### config.mk
export PLATFORM = sky130hd
export DESIGN_NAME = axi_cache_arbiter
export DESIGN_NICKNAME = d
export VERILOG_FILES = /design/src/rtl/axi_cache_arbiter_pkg.sv /design/src/rtl/axi_cache_arbiter_wr_buffer.sv /design/src/rtl/axi_cache_arbiter.sv
export SDC_FILE = /design/constraint.sdc
export NUM_CORES = 1
export LEC_CHECK = 0
export CORE_ASPECT_RATIO = 0.75
export CORE_MARGIN = 10
export CORE_UTILIZATION = 30
export CTS_CLUSTER_SIZE = 28
export DETAILED_ROUTE_END_ITERATION = 10
export PLACE_DENSITY = 0.67
export RECOVER_POWER = 25
export SYNTH_ARGS = -nofsm -noshare
export SYNTH_HDL_FRONTEND = slang
export SYNTH_SLANG_ARGS = --single-unit
### constraint.sdc
create_clock -name clk -period 4.8 [get_ports clk]
set_input_delay 0.96 -clock clk [delete_from_list [all_inputs] [get_ports clk]]
set_output_delay 0.96 -clock clk [all_outputs]
set_load 0.01 [all_outputs]
### src/rtl/axi_cache_arbiter_pkg.sv
// Shared definitions for the cache-to-AXI arbiter: AXI ids, FSM encodings, burst helpers.
package axi_cache_arbiter_pkg;

    localparam int unsigned LINE_WORDS = 4;
    localparam logic [3:0] AXI_ID_INST = 4'd0;
    localparam logic [3:0] AXI_ID_DATA = 4'd1;
    localparam logic [2:0] AXI_SIZE_WORD = 3'd2;

    typedef enum logic [1:0] {
        RIdle,
        RAr,
        RData
    } rd_state_e;

    typedef enum logic [1:0] {
        WIdle,
        WAw,
        WData,
        WResp
    } wr_state_e;

    function automatic logic [7:0] burst_len(input logic line, input int unsigned words);
        return line ? 8'(words - 1) : 8'd0;
    endfunction

endpackage

### src/rtl/axi_cache_arbiter_wr_buffer.sv
// Write-side line buffer: holds one accepted write and serves W beats from it.
module axi_wr_buffer
    import axi_cache_arbiter_pkg::*;
#(
    parameter int unsigned LINE_WORDS = 4,
    parameter int unsigned ADDR_W     = 32
) (
    input  logic                     clk,
    input  logic                     reset,
    input  logic                     load,
    input  logic [ADDR_W-1:0]        load_addr,
    input  logic                     load_type,
    input  logic [3:0]               load_wstrb,
    input  logic [32*LINE_WORDS-1:0] load_data,
    input  logic                     beat,
    output logic [ADDR_W-1:0]        addr,
    output logic [7:0]               len,
    output logic [3:0]               wstrb,
    output logic [31:0]              wdata,
    output logic                     wlast
);

    localparam int unsigned CntW = (LINE_WORDS > 1) ? $clog2(LINE_WORDS) : 1;

    logic [ADDR_W-1:0]        addr_q;
    logic [7:0]               len_q;
    logic [3:0]               wstrb_q;
    logic [32*LINE_WORDS-1:0] data_q;
    logic [CntW-1:0]          cnt_q;
    logic [31:0]              words [LINE_WORDS];

    always_ff @(posedge clk) begin
        if (reset) begin
            addr_q  <= '0;
            len_q   <= '0;
            wstrb_q <= '0;
            data_q  <= '0;
            cnt_q   <= '0;
        end else if (load) begin
            addr_q  <= load_addr;
            len_q   <= burst_len(load_type, LINE_WORDS);
            wstrb_q <= load_type ? 4'hf : load_wstrb;
            data_q  <= load_data;
            cnt_q   <= '0;
        end else if (beat) begin
            cnt_q <= cnt_q + 1'b1;
        end
    end

    for (genvar i = 0; i < LINE_WORDS; i++) begin : g_words
        assign words[i] = data_q[32*i +: 32];
    end

    assign addr  = addr_q;
    assign len   = len_q;
    assign wstrb = wstrb_q;
    assign wdata = words[cnt_q];
    assign wlast = (8'(cnt_q) == len_q);

endmodule

### src/rtl/axi_cache_arbiter.sv
// Shares one AXI master between icache reads, dcache reads and the dcache write path,
// with concurrent read/write FSMs and a same-line read-after-write stall.
module axi_cache_arbiter
    import axi_cache_arbiter_pkg::*;
#(
    parameter int unsigned LINE_WORDS = 4,
    parameter int unsigned ADDR_W     = 32
) (
    input  logic                     clk,
    input  logic                     reset,
    input  logic                     i_rd_req,
    output logic                     i_rd_rdy,
    input  logic                     i_rd_type,
    input  logic [ADDR_W-1:0]        i_rd_addr,
    input  logic                     d_rd_req,
    output logic                     d_rd_rdy,
    input  logic                     d_rd_type,
    input  logic [ADDR_W-1:0]        d_rd_addr,
    output logic                     i_ret_valid,
    output logic                     d_ret_valid,
    output logic                     ret_last,
    output logic [31:0]              ret_data,
    input  logic                     wr_req,
    output logic                     wr_rdy,
    input  logic                     wr_type,
    input  logic [ADDR_W-1:0]        wr_addr,
    input  logic [3:0]               wr_wstrb,
    input  logic [32*LINE_WORDS-1:0] wr_data,
    output logic [3:0]               arid,
    output logic [ADDR_W-1:0]        araddr,
    output logic [7:0]               arlen,
    output logic [2:0]               arsize,
    output logic                     arvalid,
    input  logic                     arready,
    input  logic [3:0]               rid,
    input  logic [31:0]              rdata,
    input  logic                     rlast,
    input  logic                     rvalid,
    output logic                     rready,
    output logic [ADDR_W-1:0]        awaddr,
    output logic [7:0]               awlen,
    output logic [2:0]               awsize,
    output logic                     awvalid,
    input  logic                     awready,
    output logic [31:0]              wdata,
    output logic [3:0]               wstrb,
    output logic                     wlast,
    output logic                     wvalid,
    input  logic                     wready,
    input  logic                     bvalid,
    output logic                     bready
);

    rd_state_e         rd_state_q, rd_state_d;
    wr_state_e         wr_state_q, wr_state_d;
    logic              rd_data_q;
    logic [ADDR_W-1:0] araddr_q;
    logic [7:0]        arlen_q;

    logic              wr_busy, wr_take, hazard_on;
    logic              d_block, i_block, d_take, i_take;
    logic [ADDR_W-5:0] wr_line;
    logic [ADDR_W-1:0] buf_addr;
    logic              unused_rid;

    assign unused_rid = ^rid;

    // A write accepted this very cycle already guards its line against reads.
    assign wr_busy   = (wr_state_q != WIdle);
    assign wr_take   = !reset && (wr_state_q == WIdle) && wr_req;
    assign hazard_on = wr_busy || wr_take;
    assign wr_line   = wr_busy ? buf_addr[ADDR_W-1:4] : wr_addr[ADDR_W-1:4];
    assign d_block   = hazard_on && (d_rd_addr[ADDR_W-1:4] == wr_line);
    assign i_block   = hazard_on && (i_rd_addr[ADDR_W-1:4] == wr_line);

    assign d_take = !reset && (rd_state_q == RIdle) && d_rd_req && !d_block;
    assign i_take = !reset && (rd_state_q == RIdle) && i_rd_req && !i_block && !d_take;

    always_comb begin
        rd_state_d = rd_state_q;
        unique case (rd_state_q)
            RIdle:   if (d_take || i_take) rd_state_d = RAr;
            RAr:     if (arready) rd_state_d = RData;
            RData:   if (rvalid && rlast) rd_state_d = RIdle;
            default: rd_state_d = RIdle;
        endcase
    end

    always_ff @(posedge clk) begin
        if (reset) begin
            rd_state_q <= RIdle;
            rd_data_q  <= 1'b0;
            araddr_q   <= '0;
            arlen_q    <= '0;
        end else begin
            rd_state_q <= rd_state_d;
            if (d_take) begin
                rd_data_q <= 1'b1;
                araddr_q  <= d_rd_addr;
                arlen_q   <= burst_len(d_rd_type, LINE_WORDS);
            end else if (i_take) begin
                rd_data_q <= 1'b0;
                araddr_q  <= i_rd_addr;
                arlen_q   <= burst_len(i_rd_type, LINE_WORDS);
            end
        end
    end

    assign d_rd_rdy    = d_take;
    assign i_rd_rdy    = i_take;
    assign arid        = rd_data_q ? AXI_ID_DATA : AXI_ID_INST;
    assign araddr      = araddr_q;
    assign arlen       = arlen_q;
    assign arsize      = AXI_SIZE_WORD;
    assign arvalid     = !reset && (rd_state_q == RAr);
    assign rready      = !reset && (rd_state_q == RData);
    assign i_ret_valid = rready && rvalid && !rd_data_q;
    assign d_ret_valid = rready && rvalid && rd_data_q;
    assign ret_data    = rdata;
    assign ret_last    = rlast;

    always_comb begin
        wr_state_d = wr_state_q;
        unique case (wr_state_q)
            WIdle:   if (wr_take) wr_state_d = WAw;
            WAw:     if (awready) wr_state_d = WData;
            WData:   if (wready && wlast) wr_state_d = WResp;
            WResp:   if (bvalid) wr_state_d = WIdle;
            default: wr_state_d = WIdle;
        endcase
    end

    always_ff @(posedge clk) begin
        if (reset) begin
            wr_state_q <= WIdle;
        end else begin
            wr_state_q <= wr_state_d;
        end
    end

    assign wr_rdy  = wr_take;
    assign awvalid = !reset && (wr_state_q == WAw);
    assign wvalid  = !reset && (wr_state_q == WData);
    assign bready  = !reset && (wr_state_q == WResp);
    assign awaddr  = buf_addr;
    assign awsize  = AXI_SIZE_WORD;

    axi_wr_buffer #(
        .LINE_WORDS (LINE_WORDS),
        .ADDR_W     (ADDR_W)
    ) u_wr_buffer (
        .clk        (clk),
        .reset      (reset),
        .load       (wr_take),
        .load_addr  (wr_addr),
        .load_type  (wr_type),
        .load_wstrb (wr_wstrb),
        .load_data  (wr_data),
        .beat       (wvalid && wready),
        .addr       (buf_addr),
        .len        (awlen),
        .wstrb      (wstrb),
        .wdata      (wdata),
        .wlast      (wlast)
    );

endmodule

==> run_results.csv, run 1 <==
group,metric,value,unit
yosys,register_area_share_after_synthesis,45.2,%
yosys,most_common_flop_cell_mapped_by_yosys,"sky130_fd_sc_hd__dfxtp_1",
sta,drv_slew,22,
sta,final_period_minus_worst_setup_slack,4600,ps
sta,finalCritPeriodShare,95.9,%
cells_and_area,drive_above_1_share,9.88,%
yosys,synth_cell_type_count,40,
sta,totalNegativeSetupSlack,0,ps
cts,cts_tree,"yes",
drt,routed_wire_length_per_instance,23.1,µm
cells_and_area,flow.area_growth_from_synthesis,47.8,%
sta,timing.slew.headroom,-31.2,%
setup_path,critical-path-max-stage-delay,570,ps
yosys,cell_type_contributing_the_most_total_cell_area_after_synthesis,"sky130_fd_sc_hd__dfxtp_1",
flow_run,max_cap_viol_count,1,
sta,timing.final.setup_violations,0,
drt,vias,7822,
setup_path,crit_path_top_delay_cell,"sky130_fd_sc_hd__clkdlybuf4s50_1",
setup_path,critical_path_depth,11,
yosys,yosys-top-cells-area,"sky130_fd_sc_hd__dfxtp_1 (45%), sky130_fd_sc_hd__a22o_1 (16%), sky130_fd_sc_hd__mux4_2 (7.9%)",
setup_path,timing.rr.end,"araddr[10]$_SDFFE_PP0P_",
drt,first_iter_violations,640,
cts,cts.sink_count,205,
yosys,synth-edff-count,0,
drt,drt.antenna.violating_nets,0,
floorplan,std_cell_rows,55,
cts,post_cts_hold_buffer_count,0,
setup_path,worstSetupStartpointType,"register",
global_route,grt.total_usage,17.4,%
power_and_ir_drop,powerDensity,449,nW/µm²
cells_and_area,fin_area,13400,µm²
sta,timing.fmax,0.217,GHz
setup_path,cp-end-kind,"output pin",
cts,cts.reportedPaths.clkPinSlew,60,ps
yosys,post_synth_instance_area,9090,µm²
power_and_ir_drop,irDropWorstVdd,0.379,mV
cts,cts_root_buffer,"sky130_fd_sc_hd__clkbuf_16",
cts,htree_num_levels,1,
placement,detailed_place.area,12700,µm²
drt,drtPass1Iterations,5,
setup_path,timing.critical_path.max_delay_family,"buffers and inverters",
cells_and_area,layout.nets,1409,
placement,place.detailed.hpwl,26500,µm
setup_path,critPathLaunch,"wr_state_q[0]$_SDFFE_PP0P_",
sta,skew_final,22.4,ps
floorplan,ios,448,
cts,post_cts_resized,0,
drt,drt-vias-per-instance,5.06,
status,run_status,"finished with violations",
setup_path,critical_path.n_buffers_inverters,4,
sta,worst_hold_slack,456,ps
yosys,netlist.area_leader.share,45.2,%
yosys,yosys_register_bits,205,
placement,place.port_buffers,358,
setup_path,r2r_cells,11,
worst_hold_path,hold_start,"u_wr_buffer.wstrb[1]$_SDFFE_PP0P_",
drt,postRouteWirelength,35700,µm
cts,clock_latency,530,ps
setup_path,crit_end,"i_rd_rdy",
drt,drt_drc_violations_left,0,
floorplan,start_util,30.3,%
cts,cts.repair_timing.setup_buffer_count,0,
yosys,ys_async_rst_share,0,%
yosys,syn-instance-count,834,
cells_and_area,fin_cells,1545,
setup_path,worst-endpoint-arrival,3640,ps
yosys,ys.warnings.count,0,
global_route,overflow,0,
yosys,syn_area_per_cell,10.9,µm²
setup_path,launching_point_of_the_worst_reg2reg_path,"wr_state_q[0]$_SDFFE_PP0P_",
setup_path,timing.setup.critical_path_class,"reg2out",
status,violations,"capacitance limit, slew limit",
floorplan,dieHeight,171,µm
placement,dpl.cell_count,1501,
setup_path,crit_path_max_fanout,10,
global_route,grt_max_degree,161,
setup_path,critical_path_cell_list,"inv_1, ha_2, buf_4, mux2i_2, xnor2_1, nor4_1, nand4_1, o211ai_4, inv_2, nor2_1, clkdlybuf4s50_1",
sta,report.final.hold_viol_count,0,
floorplan,dieWidth,221,µm
cts,cts_max_path_buffers,3,
setup_path,required,3840,ps
worst_hold_path,whs_path_depth,2,
cells_and_area,final.fill_count,2885,
worst_hold_path,hp-class,"reg2reg",
sta,slew_at_the_pin_with_the_worst_max_slew_slack,1970,ps
setup_path,rrSetupSlack,1220,ps
floorplan,fp.dieArea,37700,µm²
placement,place.gp.congestion,0.857,
global_route,wire_length_of_the_first_global_routing_pass,51400,µm
floorplan,fp.coreArea,30000,µm²
sta,unrepaired_setup_endpoints_after_global_routing,"false",
cts,number_of_buffers_inserted_during_clock_tree_synthesis,23,
global_route,vias_in_the_first_global_route,7764,
power_and_ir_drop,p_leak,5.14,nW
global_route,number_of_antenna_violations_at_the_first_check_in_global_routing,1,
where the power goes:
part / leakage, nW / internal (mW) / switching, mW
sequential: 1.69 / 2.00 / 0.187
combinational: 3.07 / 1.04 / 0.991
clock: 0.387 / 1.08 / 0.741
per-stage QoR:
step,util (%),setup slack (ps),power [mW]
2_1_floorplan,-,1260,3.37
4_1_cts,44.8,172,6.11
3_5_place_dp,42.2,311,4.27
5_1_grt,44.8,11.7,6.32
3_3_place_gp,42.2,328,4.24
6_report,44.8,196,6.04
sequential cells by signal, summed over array words and instances, names as in the netlist:
signal,count
u_wr_buffer.cnt_q,2
araddr,32
rd_state_q,2
u_wr_buffer.wstrb,4
u_wr_buffer.addr,32
rd_data_q,1
u_wr_buffer.data_q,128
wr_state_q,2
arlen,1
u_wr_buffer.len,1
cells by family after synthesis:
kind of cell	after synthesis	synth area share, %
compound gates	210	20.4
flops	205	45.2
simple gates	159	7.92
buf+inv	134	8.77
xor+xnor	60	5.78
mux	60	11.3
fa+ha+maj	4	0.551
other cells	2	0.0826
metal layers:
metal,routed length [µm],part of all wire (%),track usage (%)
met5,0,0,0
met4,665,1.9,3.83
met3,2950,8.3,5.35
met2,16600,47,27.4
met1,15400,43,23.0
area by class of cell:
cell class / instances / area [µm²] / share of cell area [%]
clock buffer: 32 / 669 / 4.98
antenna: 2 / 5.00 / 0.0373
multi-input combinational: 514 / 4270 / 31.8
clock inverter: 10 / 106 / 0.792
timing repair buffer: 376 / 3750 / 27.9
sequential: 205 / 4110 / 30.6
inverter: 7 / 28.8 / 0.214
tap: 399 / 499 / 3.72
Yosys cell counts (2+ instances only):
| master | number |
|---|---|
| sky130_fd_sc_hd__nand2_1 | 47 |
| sky130_fd_sc_hd__nor2b_1 | 3 |
| sky130_fd_sc_hd__a22o_1 | 161 |
| sky130_fd_sc_hd__buf_1 | 9 |
| sky130_fd_sc_hd__conb_1 | 2 |
| sky130_fd_sc_hd__buf_6 | 9 |
| sky130_fd_sc_hd__inv_2 | 2 |
| sky130_fd_sc_hd__nor3_1 | 5 |
| sky130_fd_sc_hd__buf_2 | 4 |
| sky130_fd_sc_hd__o21ai_0 | 6 |
| sky130_fd_sc_hd__nor3b_1 | 2 |
| sky130_fd_sc_hd__mux2i_1 | 20 |
| sky130_fd_sc_hd__inv_1 | 5 |
| sky130_fd_sc_hd__a21oi_1 | 2 |
| sky130_fd_sc_hd__mux2i_2 | 8 |
| sky130_fd_sc_hd__nor4_1 | 12 |
| sky130_fd_sc_hd__dfxtp_1 | 205 |
| sky130_fd_sc_hd__xnor2_1 | 55 |
| sky130_fd_sc_hd__o22ai_1 | 3 |
| sky130_fd_sc_hd__nand3_1 | 35 |
| sky130_fd_sc_hd__nand4_1 | 4 |
| sky130_fd_sc_hd__mux4_2 | 32 |
| sky130_fd_sc_hd__ha_1 | 4 |
| sky130_fd_sc_hd__a311oi_2 | 7 |
| sky130_fd_sc_hd__buf_4 | 59 |
| sky130_fd_sc_hd__a311oi_1 | 26 |
| sky130_fd_sc_hd__clkbuf_1 | 46 |
| sky130_fd_sc_hd__xor2_1 | 5 |
| sky130_fd_sc_hd__nor2_1 | 45 |
how the worst min path moves through the flow:
stage / endpoint
2_1_floorplan: u_wr_buffer.data_q[64]$_SDFFE_PP0P_
3_3_place_gp: u_wr_buffer.wstrb[3]$_SDFFE_PP0P_
3_5_place_dp: u_wr_buffer.wstrb[3]$_SDFFE_PP0P_
4_1_cts: u_wr_buffer.wstrb[1]$_SDFFE_PP0P_
5_1_grt: u_wr_buffer.data_q[120]$_SDFFE_PP0P_
6_report: u_wr_buffer.wstrb[1]$_SDFFE_PP0P_
tightest hold or removal path: stages, from the launching register on:
cell and delay [ps]:
sky130_fd_sc_hd__dfxtp_1 320, sky130_fd_sc_hd__nand2_1 50, sky130_fd_sc_hd__o21ai_0 60
cells in the final DEF (no fill, tap or decap), types with 20 or more instances in the layout:
cell type | synthesis | routed
sky130_fd_sc_hd__nor2_1 | 45 | 45
sky130_fd_sc_hd__clkbuf_16 | 0 | 23
sky130_fd_sc_hd__clkdlybuf4s50_1 | 0 | 305
sky130_fd_sc_hd__mux4_2 | 32 | 32
sky130_fd_sc_hd__xnor2_1 | 55 | 55
sky130_fd_sc_hd__nand3_1 | 35 | 35
sky130_fd_sc_hd__dlygate4sd3_1 | 0 | 52
sky130_fd_sc_hd__a311oi_1 | 26 | 26
sky130_fd_sc_hd__dfxtp_1 | 205 | 203
sky130_fd_sc_hd__mux2i_1 | 20 | 20
sky130_fd_sc_hd__a22o_1 | 161 | 161
sky130_fd_sc_hd__conb_1 | 2 | 21
sky130_fd_sc_hd__nand2_1 | 47 | 47
Note: power is estimated with default switching activity, not from simulation.
==> inputs of run 2 (changes only) <==
--- a/config.mk
+++ b/config.mk
@@ -5,7 +5,6 @@
 export SDC_FILE = /design/constraint.sdc
 export NUM_CORES = 1
 export LEC_CHECK = 0
-export CORE_ASPECT_RATIO = 0.75
 export CORE_MARGIN = 10
 export CORE_UTILIZATION = 30
 export CTS_CLUSTER_SIZE = 28
==> run_results.csv, run 2 (synthesized netlist as in run 1, its figures left out) <==
group,metric,value,unit
power_and_ir_drop,powerDensity,460,nW/µm²
setup_path,required,3840,ps
status,run_status,"finished with violations",
placement,preCtsSetupSlack,400,ps
placement,place.detailed.hpwl,26000,µm
cells_and_area,registers.top_by_ff_count,"u_wr_buffer.data_q",
global_route,overflow,0,
cells_and_area,layout_commonest_cell,"sky130_fd_sc_hd__clkdlybuf4s50_1",
floorplan,ios,448,
cts,cts.reportedPaths.clkPinSlew,60,ps
sta,timing.fmax,0.222,GHz
sta,drv_slew,29,
sta,final_period_minus_worst_setup_slack,4510,ps
floorplan,fp.dieArea,37700,µm²
drt,routed_wire_length_per_instance,22.5,µm
drt,vias,7854,
sta,skew_final,7.02,ps
power_and_ir_drop,p_leak,5.21,nW
setup_path,timing.rr.end,"u_wr_buffer.addr[9]$_SDFFE_PP0P_",
cts,cts_tree,"yes",
cts,htree_num_levels,1,
setup_path,worstSetupStartpointType,"register",
sta,totalNegativeSetupSlack,0,ps
cts,clock_latency,540,ps
global_route,grt.total_usage,17.2,%
setup_path,launching_point_of_the_worst_reg2reg_path,"wr_state_q[0]$_SDFFE_PP0P_",
cells_and_area,layout.cells.most_common_list,"sky130_fd_sc_hd__clkdlybuf4s50_1 (309), sky130_fd_sc_hd__dfxtp_1 (203), sky130_fd_sc_hd__a22o_1 (161)",
sta,slew_at_the_pin_with_the_worst_max_slew_slack,2320,ps
floorplan,dieWidth,194,µm
global_route,wire_length_of_the_first_global_routing_pass,51200,µm
worst_hold_path,hp-class,"reg2reg",
floorplan,start_util,30.5,%
worst_hold_path,whs_path_depth,2,
status,violations,"capacitance limit, slew limit",
setup_path,critical-path-max-stage-delay,500,ps
cells_and_area,number_of_flip_flops_in_the_largest_register,128,
setup_path,rrSetupSlack,620,ps
floorplan,std_cell_rows,63,
cts,number_of_buffers_inserted_during_clock_tree_synthesis,25,
placement,place.port_buffers,358,
drt,postRouteWirelength,34800,µm
sta,fin_ws,294,ps
sta,timing.final.setup_violations,0,
worst_hold_path,timing.hold.worst_endpoint,"u_wr_buffer.wstrb[2]$_SDFFE_PP0P_",
drt,first_iter_violations,510,
drt,drtPass1Iterations,5,
cells_and_area,flow.area_growth_from_synthesis,49.5,%
cts,post_cts_hold_buffer_count,0,
cells_and_area,fin_cells,1544,
placement,place.gp.congestion,0.882,
floorplan,dieHeight,194,µm
cts,cts_max_path_buffers,3,
sta,unrepaired_setup_endpoints_after_global_routing,"false",
worst_hold_path,hold_start,"u_wr_buffer.wstrb[2]$_SDFFE_PP0P_",
drt,drt.antenna.violating_nets,0,
setup_path,critical_path_cell_list,"inv_1, ha_4, clkbuf_2, mux2i_1, xnor2_1, nor4_1, nand4_1, o21ai_4, nor2_1, clkdlybuf4s50_1",
drt,drt_drc_violations_left,0,
sta,timing.slew.headroom,-54.9,%
placement,dpl.cell_count,1491,
setup_path,r2r_cells,6,
setup_path,worst-endpoint-arrival,3550,ps
setup_path,cp-end-kind,"output pin",
sta,report.final.hold_viol_count,0,
cells_and_area,final_core_util,45.6,%
setup_path,crit_path_max_fanout,8,
global_route,number_of_antenna_violations_at_the_first_check_in_global_routing,3,
floorplan,fp.coreArea,29800,µm²
cells_and_area,layout.nets,1416,
cells_and_area,drive_above_1_share,10.9,%
power_and_ir_drop,irDropWorstVdd,0.295,mV
setup_path,crit_path_top_delay_cell,"sky130_fd_sc_hd__clkdlybuf4s50_1",
global_route,grt_max_degree,161,
cts,cts.sink_count,205,
cells_and_area,final.fill_count,2782,
sta,finalCritPeriodShare,93.9,%
setup_path,timing.setup.critical_path_class,"reg2out",
cts,cts_root_buffer,"sky130_fd_sc_hd__clkbuf_16",
drt,drt-vias-per-instance,5.09,
global_route,vias_in_the_first_global_route,7861,
flow_run,max_cap_viol_count,1,
-- run 2: critical path, delay by kind of cell, from the launching register on --
family / cells / cell delay, ps
compound gates: 1 / 220
xor+xnor: 1 / 220
fa+ha+maj: 1 / 220
buf+inv: 3 / 910
flops: 1 / 340
mux: 1 / 450
simple gates: 3 / 640
-- run 2: layer usage --
metal | track usage, % | share of wire, % | wire length [µm]
met4 | 4.80 | 2.2 | 753
met2 | 28.9 | 50 | 17300
met1 | 21.6 | 41 | 14400
met5 | 0 | 0.037 | 13
met3 | 4.05 | 6.7 | 2340
-- run 2: area by class of cell --
type / instances / area, µm² / share of cell area (%)
antenna: 2 / 5.00 / 0.0368
clock inverter: 14 / 193 / 1.42
sequential: 205 / 4110 / 30.2
inverter: 7 / 28.8 / 0.212
clock buffer: 31 / 698 / 5.14
timing repair buffer: 381 / 3780 / 27.8
multi-input combinational: 514 / 4290 / 31.6
tap: 390 / 488 / 3.59
-- run 2: worst max-delay path by stage --
stage / start / end
3_5_place_dp: wr_addr[7] / i_rd_rdy
5_1_grt: wr_state_q[1]$_SDFFE_PP0P_ / i_rd_rdy
4_1_cts: wr_state_q[0]$_SDFFE_PP0P_ / i_rd_rdy
6_report: wr_state_q[1]$_SDFFE_PP0P_ / i_rd_rdy
3_3_place_gp: wr_addr[29] / i_rd_rdy
2_1_floorplan: reset / i_rd_rdy
-- run 2: timing repair --
item	in CTS	in global routing
pin swaps	0	1
resized for setup	1	2
buffers inserted	0	6
endpoints found under the setup margin	1	1
-- run 2: power by group --
part,leakage (nW),internal (mW),switching (mW),total [mW]
combinational,3.08,1.09,0.956,2.04
sequential,1.69,2.00,0.182,2.18
clock,0.448,1.25,0.779,2.03
-- run 2: stage by stage --
stage / area (µm²) / hold slack, ps / total power, mW
after CTS: 13500 / 457 / 6.29
after detailed placement: 12600 / 448 / 4.20
after global routing: 13600 / 481 / 6.56
after floorplan: 9160 / 437 / 3.37
final: 13600 / 447 / 6.25
after global placement: 12600 / 437 / 4.18
